### config.mk
export PLATFORM = sky130hd
export DESIGN_NAME = sram_req_bridge
export DESIGN_NICKNAME = d
export VERILOG_FILES = /design/src/rtl/sram_req_bridge_pkg.sv /design/src/rtl/sram_req_bridge_resp_id_fifo.sv /design/src/rtl/sram_req_bridge.sv
export SDC_FILE = /design/constraint.sdc
export NUM_CORES = 1
export LEC_CHECK = 0
export ABC_AREA = 1
export BUFFER_PORTS_ARGS = -buffer_cell sky130_fd_sc_hd__buf_4
export CELL_PAD_IN_SITES_DETAIL_PLACEMENT = 1
export CELL_PAD_IN_SITES_GLOBAL_PLACEMENT = 1
export CORE_AREA = 2 2 113 115
export DETAILED_ROUTE_END_ITERATION = 8
export DIE_AREA = 0 0 115 117
export PLACE_DENSITY_LB_ADDON = 0.1
export SLEW_MARGIN = 0
export SYNTH_ARGS = -nofsm -noshare
export SYNTH_HDL_FRONTEND = slang
export SYNTH_SLANG_ARGS = --single-unit
### constraint.sdc
create_clock -name clk -period 4.25 [get_ports clk]
set_clock_uncertainty 0.1 [all_clocks]
set_input_delay 0.85 -clock clk [delete_from_list [all_inputs] [get_ports clk]]
set_output_delay 0.85 -clock clk [all_outputs]
set_load 0.02 [all_outputs]
### src/rtl/sram_req_bridge_pkg.sv
// Shared definitions for sram_req_bridge: request size encodings and the ID-width helper.
package sram_req_bridge_pkg;

    localparam logic [1:0] SIZE_BYTE = 2'd0;
    localparam logic [1:0] SIZE_HALF = 2'd1;
    localparam logic [1:0] SIZE_WORD = 2'd2;

    // Channel ID width; a single channel still carries a 1-bit ID.
    function automatic int unsigned id_width(input int unsigned nch);
        return (nch > 1) ? $clog2(nch) : 1;
    endfunction

endpackage

### src/rtl/sram_req_bridge_resp_id_fifo.sv
// DEPTH x IW synchronous FIFO holding the channel ID of every accepted, unanswered request.
module sram_req_bridge_resp_id_fifo
    import sram_req_bridge_pkg::*;
#(
    parameter int unsigned DEPTH = 4,
    parameter int unsigned IW    = 1,
    localparam int unsigned PW   = $clog2(DEPTH),
    localparam int unsigned CW   = $clog2(DEPTH) + 1
) (
    input  logic          clk,
    input  logic          reset,
    input  logic          push,
    input  logic [IW-1:0] push_id,
    input  logic          pop,
    output logic          full,
    output logic          empty,
    output logic [IW-1:0] head,
    output logic [CW-1:0] count
);

    logic [PW-1:0] wr_ptr_q, wr_ptr_d;
    logic [PW-1:0] rd_ptr_q, rd_ptr_d;
    logic [CW-1:0] count_q, count_d;
    logic [IW-1:0] storage_q [DEPTH];
    logic [IW-1:0] storage_d [DEPTH];
    logic          do_push, do_pop;

    assign full    = (count_q == CW'(DEPTH));
    assign empty   = (count_q == '0);
    assign head    = storage_q[rd_ptr_q];
    assign count   = count_q;
    assign do_push = push & ~full;
    assign do_pop  = pop & ~empty;

    always_comb begin
        storage_d = storage_q;
        wr_ptr_d  = wr_ptr_q;
        rd_ptr_d  = rd_ptr_q;
        count_d   = count_q;
        if (do_push) begin
            storage_d[wr_ptr_q] = push_id;
            wr_ptr_d            = wr_ptr_q + PW'(1);
        end
        if (do_pop) begin
            rd_ptr_d = rd_ptr_q + PW'(1);
        end
        case ({do_push, do_pop})
            2'b10:   count_d = count_q + CW'(1);
            2'b01:   count_d = count_q - CW'(1);
            default: count_d = count_q;
        endcase
    end

    always_ff @(posedge clk) begin
        if (reset) begin
            wr_ptr_q <= '0;
            rd_ptr_q <= '0;
            count_q  <= '0;
        end else begin
            wr_ptr_q <= wr_ptr_d;
            rd_ptr_q <= rd_ptr_d;
            count_q  <= count_d;
        end
    end

    always_ff @(posedge clk) begin
        storage_q <= storage_d;
    end

endmodule

### src/rtl/sram_req_bridge.sv
// Merges NCH SRAM-like request channels onto one split-transaction memory port, in-order responses.
// Define SRAM_BRIDGE_RR_EN for round-robin arbitration; fixed priority (highest index) otherwise.
module sram_req_bridge
    import sram_req_bridge_pkg::*;
#(
    parameter int unsigned NCH   = 2,
    parameter int unsigned DEPTH = 4,
    parameter int unsigned AW    = 32,
    parameter int unsigned DW    = 32
) (
    input  logic                  clk,
    input  logic                  reset,
    input  logic [NCH-1:0]        ch_req,
    input  logic [NCH-1:0]        ch_wr,
    input  logic [NCH*2-1:0]      ch_size,
    input  logic [NCH*DW/8-1:0]   ch_wstrb,
    input  logic [NCH*AW-1:0]     ch_addr,
    input  logic [NCH*DW-1:0]     ch_wdata,
    output logic [NCH-1:0]        ch_addr_ok,
    output logic [NCH-1:0]        ch_data_ok,
    output logic [DW-1:0]         ch_rdata,
    output logic                  mem_req,
    output logic                  mem_wr,
    output logic [1:0]            mem_size,
    output logic [DW/8-1:0]       mem_wstrb,
    output logic [AW-1:0]         mem_addr,
    output logic [DW-1:0]         mem_wdata,
    input  logic                  mem_addr_ok,
    input  logic                  mem_data_ok,
    input  logic [DW-1:0]         mem_rdata,
    output logic                  err_unexp
);

    localparam int unsigned IW = id_width(NCH);
    localparam int unsigned CW = $clog2(DEPTH) + 1;
    localparam int unsigned SW = DW / 8;

    logic [IW-1:0] grant;
    logic          lock_q, lock_d;
    logic [IW-1:0] lock_id_q, lock_id_d;
    logic          err_q, err_d;
    logic          handshake, resp_pop;
    logic          fifo_full, fifo_empty;
    logic [IW-1:0] fifo_head;
    logic [CW-1:0] fifo_count;

`ifdef SRAM_BRIDGE_RR_EN
    logic [IW-1:0] last_q, last_d;
    logic [IW-1:0] rr_idx;
    logic          rr_found;
`endif

    // A held lock wins outright; a dropped locked request falls back to normal arbitration.
    always_comb begin
        grant = '0;
`ifdef SRAM_BRIDGE_RR_EN
        rr_idx   = '0;
        rr_found = 1'b0;
`endif
        if (lock_q && ch_req[lock_id_q]) begin
            grant = lock_id_q;
        end else begin
`ifdef SRAM_BRIDGE_RR_EN
            for (int i = 1; i <= NCH; i++) begin
                rr_idx = IW'((int'(last_q) + i) % NCH);
                if (!rr_found && ch_req[rr_idx]) begin
                    grant    = rr_idx;
                    rr_found = 1'b1;
                end
            end
`else
            for (int i = 0; i < NCH; i++) begin
                if (ch_req[i]) grant = IW'(i);
            end
`endif
        end
    end

    assign mem_req   = (|ch_req) & ~fifo_full;
    assign handshake = mem_req & mem_addr_ok;
    assign resp_pop  = mem_data_ok & ~fifo_empty;

    always_comb begin
        mem_wr    = 1'b0;
        mem_size  = '0;
        mem_wstrb = '0;
        mem_addr  = '0;
        mem_wdata = '0;
        if (mem_req) begin
            mem_wr    = ch_wr[grant];
            mem_size  = ch_size[int'(grant)*2 +: 2];
            mem_wstrb = ch_wstrb[int'(grant)*SW +: SW];
            mem_addr  = ch_addr[int'(grant)*AW +: AW];
            mem_wdata = ch_wdata[int'(grant)*DW +: DW];
        end
    end

    assign ch_addr_ok = handshake ? (NCH'(1) << grant) : '0;
    assign ch_data_ok = resp_pop ? (NCH'(1) << fifo_head) : '0;
    assign ch_rdata   = mem_rdata;
    assign err_unexp  = err_q;

    always_comb begin
        lock_d    = mem_req & ~mem_addr_ok;
        lock_id_d = grant;
        err_d     = err_q | (mem_data_ok & fifo_empty);
`ifdef SRAM_BRIDGE_RR_EN
        last_d    = handshake ? grant : last_q;
`endif
    end

    always_ff @(posedge clk) begin
        if (reset) begin
            lock_q    <= 1'b0;
            lock_id_q <= '0;
            err_q     <= 1'b0;
`ifdef SRAM_BRIDGE_RR_EN
            last_q    <= IW'(NCH - 1);
`endif
        end else begin
            lock_q    <= lock_d;
            lock_id_q <= lock_id_d;
            err_q     <= err_d;
`ifdef SRAM_BRIDGE_RR_EN
            last_q    <= last_d;
`endif
        end
    end

    sram_req_bridge_resp_id_fifo #(
        .DEPTH (DEPTH),
        .IW    (IW)
    ) u_fifo (
        .clk     (clk),
        .reset   (reset),
        .push    (handshake),
        .push_id (grant),
        .pop     (resp_pop),
        .full    (fifo_full),
        .empty   (fifo_empty),
        .head    (fifo_head),
        .count   (fifo_count)
    );

    assert property (@(posedge clk) disable iff (reset) fifo_count <= CW'(DEPTH));

endmodule

==> impl_metrics.csv, run 1 <==
group,metric,value,unit
hold_path,whs_path_depth,2,
synthesis,ys.flop_type,"dfxtp_1",
worst_setup_path,critPathTopFamily,"simple AND/OR/NAND/NOR gates",
timing,drv_slew,0,
timing,worst_pin_slew,0.573,ns
route,drt-total-wl,10.6,mm
global_route,grt_pass1_wl,15.4,mm
final_layout,layout_commonest_cell,"buf_4",
final_layout,nNetsFinal,735,
power,p_per_area,357,nW/µm²
worst_setup_path,critPathSlowestCell,"and2_4",
worst_setup_path,cp-start-kind,"input port",
synthesis,yosysTopAreaCell,"nor2_1",
synthesis,synthArstFlopShare,0,%
route,drc,0,
cts,cts.sinks,14,
worst_setup_path,reg2reg_slack,2.28,ns
global_route,grt_max_degree,44,
cts,clock_path_buffers,2,
worst_setup_path,path_common_cell,"buf_4",
power,p_leak,1.99,nW
hold_path,min_path_type,"flop to flop",
floorplan,io-pin-count,289,
route,avgViaCountPerCell,4.20,
worst_setup_path,cp.required,3.30,ns
synthesis,synth_edf_count,4,
synthesis,ys_types,27,
final_layout,area_delta_synth_final,64.3,%
timing,timing.final.hold_violations,0,
floorplan,die_area,13500,µm²
cts,cts_tree,"yes",
timing,fin_setup_tns,0,ns
global_route,grt_antenna_before_repair,0,
place,hpwl,8.67,mm
timing,fin_crit_sh,77.7,%
synthesis,synth_area,2380,µm²
cts,cts-root-buf,"clkbuf_16",
floorplan,die_h,117,µm
place,port_buffers,224,
outcome,status,"finished, final reports clean",
worst_setup_path,path_max_fanout,43,
final_layout,final_layout_size_suffix_gt1_share,58.0,%
worst_setup_path,arrival,2.35,ns
cts,cts_resized,0,
timing,max_slew_margin,61.8,%
synthesis,ys_seq_elements,14,
final_layout,diodes,0,
cts,cts_max_level,1,
synthesis,synthCells,369,
hold_path,min_from,"err_unexp",
final_layout,n_fill_cell,1580,
worst_setup_path,critical_path_buf_inv_count,4,
floorplan,core_area,12300,µm²
hold_path,hold_end,"err_unexp",
cts,post_cts_buffers,0,
worst_setup_path,r2r_cells,13,
timing,grt_setup_unrepaired,"false",
place,globalplace.congestion,0.737,
global_route,grt_overflow_total,0,
route,route.vias.total,2932,
synthesis,syn_avg_cell_area,6.44,µm²
cts,cts_buffers,3,
synthesis,synthTopCellsByArea,"nor2_1 (19%), o21ai_2 (14%), buf_4 (10%), nor2_2 (10%), dfxtp_1 (8.4%)",
worst_setup_path,max_stage_delay,0.50,ns
route,dr.pass1.iters,4,
timing,setup_violations,0,
timing,holdWs,0.348,ns
synthesis,yosys.area.top_type_share,19.0,%
cts,clock_latency,0.24,ns
floorplan,die_width,115,µm
global_route,grt_use_total,14.2,%
cts,path_clk_slew,0.05,ns
floorplan,rows,41,
global_route,grt_pass1_vias,2904,
timing,max_freq,303,MHz
route,drt_iter0_markers,73,
route,antenna_left,0,
worst_setup_path,path_cells,"buf_4 -> inv_1 -> nand2_2 -> and2_4 -> buf_4 -> o21ai_1 -> nor2_1 -> buf_4",
floorplan,initial_core_util,19.3,%
synthesis,ys_warn_count,0,
power,ir_drop,0.245,mV
worst_setup_path,path_class,"input port to output port",
final_layout,final_cell_mix,"buf_4 (229), nor2_1 (120), nor2_2 (39)",
timing,fin_crit,3.30,ns
worst_setup_path,regToRegEndpoint,"u_fifo.count[2]",
cts,hold_buffers,0,
worst_setup_path,crit_path_end_kind,"output port",
job,cap_violations,0,
worst_setup_path,r2r-start,"u_fifo.count[2]",
route,drt-wirelength-per-cell,15.2,µm
synthesis,syn-num-nets,555,
synthesis,synth.yosys.seq_area_share,13.5,%
[worst min-delay path, stage by stage, from the launching register on]
cell and delay [ns]:
dfxtp_1 0.30, inv_1 0.05, a21oi_1 0.05
[worst max path at each step]
stage | from | end | slack, ns | depth (start not counted)
finish | ch_req[1] | mem_wdata[19] | 0.95 | 8
global placement | ch_req[1] | mem_wdata[23] | 0.93 | 8
floorplan | ch_req[0] | mem_addr[31] | 1.56 | 7
CTS | ch_req[1] | mem_wdata[23] | 0.91 | 8
detailed placement | ch_req[1] | mem_wdata[23] | 0.91 | 8
global route | ch_req[1] | mem_wdata[19] | 0.77 | 8
[state kept, by name, indices dropped and copies added (netlist names)]
signal,count
u_fifo.storage_q,4
u_fifo.count,3
u_fifo.rd_ptr_q,2
u_fifo.wr_ptr_q,2
err_unexp,1
lock_id_q,1
lock_q,1
[power breakdown]
| group | internal (mW) | leakage [nW] | switching (mW) | total (mW) |
|---|---|---|---|---|
| Sequential | 0.165 | 0.119 | 0.0229 | 0.188 |
| Clock | 0.124 | 0.0385 | 0.0542 | 0.179 |
| Combinational | 0.439 | 1.83 | 0.590 | 1.03 |
| Total | 0.728 | 1.99 | 0.668 | 1.40 |
[synthesized netlist by cell type (2+ instances only)]
master	n
a21oi_1	5
buf_2	7
dfxtp_1	10
inv_1	24
nand2_2	2
buf_4	33
nand3_1	4
nor2_1	120
clkbuf_4	6
o21ai_0	7
o21ai_2	38
buf_12	5
nor2_2	39
nand2_1	17
buf_8	3
o21ai_1	30
nand4_1	2
edfxtp_1	4
ha_1	5
[cell type report]
cell class	count	area [µm²]	share of cell area, %
inverter	25	93.8	2.40
sequential	14	320	8.20
clock buffer	3	75.1	1.92
timing repair buffer	230	1740	44.5
clock inverter	1	3.75	0.0961
multi-input combinational	275	1490	38.0
tap	150	188	4.81
[metal layers]
layer / track usage [%] / routed length, µm
met5: 0 / 0
met4: 1.04 / 45
met3: 3.30 / 828
met2: 27.0 / 5590
met1: 16.9 / 4120
[stage by stage]
| step | worst slack (ns) | instances | cell area (µm²) | total power [mW] | utilization, % |
|---|---|---|---|---|---|
| floorplan | 1.56 | 369 | 2380 | 0.907 | - |
| CTS | 0.911 | 698 | 3910 | 1.43 | 31.7 |
| detailed placement | 0.909 | 694 | 3830 | 1.24 | 31.1 |
| global route | 0.775 | 698 | 3910 | 1.51 | 31.7 |
| finish | 0.950 | 698 | 3910 | 1.40 | 31.7 |
| global placement | 0.929 | 694 | 3830 | 1.22 | 31.1 |
[cells by family (layout without fill, tap and decap cells)]
| group | count (synthesis) | in the layout | synth area share (%) |
|---|---|---|---|
| AO/OA/AOI/OAI | 81 | 81 | 23.2 |
| adder cells (fa/ha/maj) | 6 | 6 | 3.48 |
| buffers and inverters | 80 | 259 | 24.3 |
| flip-flops | 14 | 14 | 13.5 |
| AND/OR/NAND/NOR | 188 | 188 | 35.5 |
No activity file was read; power rests on OpenSTA's default activity.
==> run 2: changes to the inputs <==
--- a/config.mk
+++ b/config.mk
@@ -9,9 +9,8 @@
 export BUFFER_PORTS_ARGS = -buffer_cell sky130_fd_sc_hd__buf_4
 export CELL_PAD_IN_SITES_DETAIL_PLACEMENT = 1
 export CELL_PAD_IN_SITES_GLOBAL_PLACEMENT = 1
-export CORE_AREA = 2 2 113 115
+export CORE_UTILIZATION = 18
 export DETAILED_ROUTE_END_ITERATION = 8
-export DIE_AREA = 0 0 115 117
 export PLACE_DENSITY_LB_ADDON = 0.1
 export SLEW_MARGIN = 0
 export SYNTH_ARGS = -nofsm -noshare
==> constraint.sdc (replaced) <==
create_clock -name clk -period 2.7 [get_ports clk]
set_clock_uncertainty 0.1 [all_clocks]
set_input_delay 0.54 -clock clk [delete_from_list [all_inputs] [get_ports clk]]
set_output_delay 0.54 -clock clk [all_outputs]
set_load 0.02 [all_outputs]
==> run 2 against run 1 <==
Routed wire length is 1.7% higher. Sequential power grew 56%. Sequential cell count unchanged. Utilization shrank 0.26 points. Hold slack gained 0.0075 ns. Clock power up 59%. Critical path depth unchanged. Power rose by 62%. First-iteration DRC count rose by 23%. Critical path type unchanged.
==> impl_metrics.csv, run 2 (same netlist as run 1, synthesis figures left out) <==
group,metric,value,unit
cts,clock_latency,0.25,ns
final_layout,nNetsFinal,736,
worst_setup_path,path_class,"input port to output port",
hold_path,whs_path_depth,2,
global_route,grt_pass1_vias,2812,
place,port_buffers,224,
global_route,grt_max_degree,40,
timing,drv_slew,0,
route,drc,0,
job,cap_violations,0,
hold_path,min_path_type,"flop to flop",
place,globalplace.congestion,0.750,
cts,cts-root-buf,"clkbuf_16",
worst_setup_path,regToRegEndpoint,"u_fifo.count[2]",
timing,grt_setup_unrepaired,"false",
global_route,met1_usage,16.2,%
cts,clock_path_buffers,2,
cts,cts_resized,0,
worst_setup_path,critical_path_buf_inv_count,4,
route,route.vias.total,2902,
floorplan,die_h,117,µm
hold_path,min_from,"err_unexp",
worst_setup_path,cp-start-kind,"input port",
cts,post_cts_buffers,0,
final_layout,final_cell_mix,"buf_4 (225), nor2_1 (120), nor2_2 (39)",
final_layout,diodes,0,
floorplan,die_width,117,µm
worst_setup_path,path_max_fanout,28,
place,post-place-ws,0.312,ns
worst_setup_path,crit_path_end_kind,"output port",
timing,setup_slack,0.338,ns
cts,cts_max_level,1,
timing,timing.final.hold_violations,0,
route,drt-wirelength-per-cell,14.9,µm
worst_setup_path,critPathSlowestCell,"and2_4",
final_layout,n_fill_cell,1645,
outcome,status,"finished, final reports clean",
worst_setup_path,reg2reg_slack,0.74,ns
timing,fin_crit_sh,87.5,%
route,dr.pass1.iters,3,
worst_setup_path,critPathTopFamily,"simple AND/OR/NAND/NOR gates",
floorplan,die_area,13700,µm²
cts,hold_buffers,0,
timing,max_freq,423,MHz
power,p_leak,2.02,nW
worst_setup_path,arrival,1.72,ns
final_layout,layout_commonest_cell,"buf_4",
route,drt-total-wl,10.8,mm
timing,fin_crit,2.36,ns
final_layout,largest_reg_flops,4,
power,p_per_area,564,nW/µm²
power,ir_drop,0.356,mV
cts,cts_tree,"yes",
final_layout,area_delta_synth_final,68.5,%
cts,cts_buffers,3,
floorplan,core_area,12700,µm²
timing,max_slew_margin,78.8,%
global_route,grt_antenna_before_repair,0,
worst_setup_path,cp.required,2.06,ns
timing,holdWs,0.355,ns
final_layout,top_register,"u_fifo.storage_q",
global_route,grt_pass1_wl,15.0,mm
worst_setup_path,r2r_cells,12,
floorplan,io-pin-count,289,
hold_path,hold_end,"err_unexp",
worst_setup_path,max_stage_delay,0.36,ns
cts,cts.sinks,14,
final_layout,final_layout_size_suffix_gt1_share,58.1,%
global_route,grtUsageMet2,27.1,%
route,avgViaCountPerCell,4.02,
global_route,grt_use_total,14.2,%
global_route,grt_overflow_total,0,
floorplan,rows,41,
worst_setup_path,r2r-start,"u_fifo.count[1]",
timing,setup_violations,0,
global_route,busiest_layer,"met2",
timing,fin_setup_tns,0,ns
place,hpwl,8.83,mm
global_route,use_met3,3.14,%
cts,path_clk_slew,0.05,ns
worst_setup_path,path_common_cell,"buf_4",
worst_setup_path,path_cells,"buf_4 -> inv_1 -> nand2_2 -> and2_4 -> buf_12 -> o21ai_1 -> nor2_1 -> buf_4",
route,drt_iter0_markers,90,
timing,worst_pin_slew,0.318,ns
route,antenna_left,0,
floorplan,initial_core_util,18.7,%
run 2: routing by layer:
metal | up-vias | wire (µm)
li1 | 1489 | -
met1 | 1284 | 4070
met2 | 119 | 5690
met3 | 10 | 910
met4 | 0 | 80
met5 | - | 0
run 2: how the worst max path moves through the flow:
stage	startpoint	endpoint	slack, ns	depth (start not counted)
final	ch_req[1]	mem_wdata[7]	0.34	8
after global routing	u_fifo.count[1]	mem_wdata[12]	0.22	7
after CTS	ch_req[1]	mem_wdata[7]	0.31	8
after detailed placement	ch_req[1]	mem_wdata[7]	0.31	8
after global placement	ch_req[1]	mem_wdata[7]	0.35	8
after floorplan	ch_req[0]	mem_addr[31]	0.63	7
run 2: report_power, final:
part / leakage [nW] / internal, mW / switching, mW / total [mW]
logic: 1.86 / 0.721 / 0.955 / 1.68
clock network: 0.0385 / 0.196 / 0.0887 / 0.285
registers: 0.119 / 0.260 / 0.0346 / 0.294
run 2: layout make-up:
cell class / instances / area [µm²] / area share [%]
Timing Repair Buffer: 231 / 1810 / 45.2
Multi-Input combinational cell: 275 / 1490 / 37.1
Sequential cell: 14 / 320 / 8.00
Tap cell: 172 / 215 / 5.38
Inverter: 25 / 93.8 / 2.34
Clock buffer: 3 / 75.1 / 1.88
Clock inverter: 1 / 3.75 / 0.0938
run 2: metrics by stage:
| stage | cells | area, µm² | util [%] | power (mW) |
|---|---|---|---|---|
| after CTS | 721 | 4000 | 31.5 | 2.30 |
| after global routing | 721 | 4000 | 31.5 | 2.43 |
| after global placement | 717 | 3920 | 30.8 | 1.98 |
| final | 721 | 4000 | 31.5 | 2.26 |
| after floorplan | 369 | 2380 | - | 1.43 |
| after detailed placement | 717 | 3920 | 30.8 | 2.00 |
run 2: worst register-to-register path, stage by stage (launching register included):
cell	delay [ns]
dfxtp_1	0.33
nor2_4	0.15
nand2_4	0.08
nand3_2	0.18
ha_1	0.23
inv_1	0.07
fa_1	0.38
inv_1	0.07
nand2_1	0.04
nand3_1	0.08
nand2_1	0.06
nand2_1	0.05
nor2_1	0.04
==> run 3: changes to the inputs <==
--- a/config.mk
+++ b/config.mk
@@ -9,6 +9,7 @@
 export BUFFER_PORTS_ARGS = -buffer_cell sky130_fd_sc_hd__buf_4
 export CELL_PAD_IN_SITES_DETAIL_PLACEMENT = 1
 export CELL_PAD_IN_SITES_GLOBAL_PLACEMENT = 1
+export CORE_ASPECT_RATIO = 0.7
 export CORE_UTILIZATION = 18
 export DETAILED_ROUTE_END_ITERATION = 8
 export PLACE_DENSITY_LB_ADDON = 0.1
==> run 3 against run 2 <==
Design area shrank 0.75%. Via count grew 2.1%. Sequential share of layout area grew 0.060 points. Critical path type unchanged. Critical endpoint is now mem_wdata[17]. Highest routed layer unchanged.
==> impl_metrics.csv, run 3 (same netlist as run 1, synthesis figures left out) <==
group,metric,value,unit
timing,drv_slew,0,
timing,worst_pin_slew,0.495,ns
timing,grt_setup_unrepaired,"false",
final_layout,area_delta_synth_final,67.2,%
route,avgViaCountPerCell,4.16,
cts,cts_buffers,3,
cts,clock_latency,0.24,ns
worst_setup_path,path_max_fanout,22,
global_route,grt_antenna_before_repair,0,
cts,cts_max_level,1,
worst_setup_path,arrival,1.77,ns
route,route.vias.total,2964,
power,ir_drop,0.244,mV
hold_path,min_from,"err_unexp",
place,globalplace.congestion,0.718,
timing,max_slew_margin,67.0,%
cts,post_cts_buffers,0,
outcome,status,"finished, final reports clean",
hold_path,hold_end,"err_unexp",
global_route,grt_use_total,15.0,%
cts,cts-root-buf,"clkbuf_16",
cts,path_clk_slew,0.05,ns
timing,timing.final.hold_violations,0,
power,p_per_area,572,nW/µm²
cts,hold_buffers,0,
timing,fin_setup_tns,0,ns
floorplan,die_width,139,µm
timing,setup_violations,0,
place,place_inst,708,
final_layout,final_util,31.4,%
route,drt-wirelength-per-cell,15.1,µm
route,dr.pass1.iters,4,
cts,cts_tree,"yes",
worst_setup_path,path_class,"input port to output port",
timing,max_freq,415,MHz
worst_setup_path,max_stage_delay,0.37,ns
worst_setup_path,regToRegEndpoint,"u_fifo.count[2]",
global_route,grt_pass1_wl,16.3,mm
worst_setup_path,r2r_cells,13,
floorplan,die_area,13700,µm²
final_layout,largest_reg_flops,4,
hold_path,min_path_type,"flop to flop",
hold_path,whs_path_depth,2,
worst_setup_path,path_common_cell,"buf_4",
worst_setup_path,cp.required,2.06,ns
worst_setup_path,path_cells,"buf_4 -> inv_1 -> nand2_2 -> and2_4 -> buf_12 -> o21ai_1 -> nor2_1 -> buf_4",
worst_setup_path,critPathSlowestCell,"and2_4",
global_route,grt_overflow_total,0,
floorplan,rows,34,
worst_setup_path,cp-start-kind,"input port",
worst_setup_path,r2r-start,"u_fifo.count[2]",
cts,cts_resized,0,
route,drt_iter0_markers,53,
floorplan,io-pin-count,289,
global_route,grt_pass1_vias,3072,
cts,clock_path_buffers,2,
route,drc,0,
place,placed_cell_area,3890,µm²
floorplan,die_h,98.1,µm
timing,fin_crit,2.41,ns
job,cap_violations,0,
worst_setup_path,reg2reg_slack,0.62,ns
route,drt-total-wl,10.7,mm
place,hpwl,8.88,mm
final_layout,diodes,0,
timing,fin_crit_sh,89.3,%
power,p_leak,2.02,nW
final_layout,nNetsFinal,737,
final_layout,top_register,"u_fifo.storage_q",
final_layout,final_cell_mix,"buf_4 (228), nor2_1 (120), nor2_2 (39)",
floorplan,initial_core_util,18.8,%
final_layout,final_area,3970,µm²
place,post-place-ws,0.240,ns
final_layout,layout_commonest_cell,"buf_4",
place,port_buffers,224,
cts,cts.sinks,14,
route,antenna_left,0,
final_layout,final_layout_size_suffix_gt1_share,58.2,%
floorplan,core_area,12600,µm²
global_route,grt_max_degree,60,
worst_setup_path,crit_path_end_kind,"output port",
final_layout,final_cells,712,
timing,setup_slack,0.290,ns
[run 3: changes by cell type in the layout (fill, tap and decap cells not counted), sizes merged]
cell / delta
buf: +1
[run 3: layer usage]
layer  wire [µm]  vias up  global-route usage [%]
met5           0        -                       0
met4         187        0                    3.16
met3         687       20                    3.38
met2        5640      123                    29.3
met1        4210     1328                    16.4
li1            -     1493                       -
[run 3: how the worst max path moves through the flow]
stage | start | end | slack (ns) | cells after the start
3_5_place_dp | ch_req[1] | mem_wdata[17] | 0.24 | 8
5_1_grt | u_fifo.count[1] | mem_wdata[17] | 0.18 | 7
3_3_place_gp | ch_req[1] | mem_wdata[17] | 0.26 | 8
2_1_floorplan | ch_req[0] | mem_addr[31] | 0.63 | 7
6_report | ch_req[1] | mem_wdata[17] | 0.29 | 8
4_1_cts | ch_req[1] | mem_wdata[17] | 0.23 | 8
[run 3: worst max-delay path, delay by kind of cell]
family                 cells  cell delay [ns]
buffers and inverters      4             0.53
and+or+nand+nor            3             0.62
AOI/OAI and AO/OA          1             0.07
[run 3: cell type report]
type / instances / area [µm²]
Fill cell: 1601 / 8660
Timing Repair Buffer: 232 / 1790
Multi-Input combinational cell: 275 / 1490
Sequential cell: 14 / 320
Tap cell: 162 / 203
Inverter: 25 / 93.8
Clock buffer: 3 / 75.1
Clock inverter: 1 / 3.75
[run 3: through the flow]
step | hold slack [ns] | power [mW]
6_report | 0.373 | 2.27
5_1_grt | 0.387 | 2.45
4_1_cts | 0.384 | 2.32
3_5_place_dp | 0.364 | 2.02
3_3_place_gp | 0.339 | 1.99
2_1_floorplan | 0.374 | 1.43
[run 3: power breakdown]
| group | internal (mW) | switching [mW] |
|---|---|---|
| clock network | 0.196 | 0.0879 |
| logic | 0.726 | 0.968 |
| registers | 0.260 | 0.0354 |
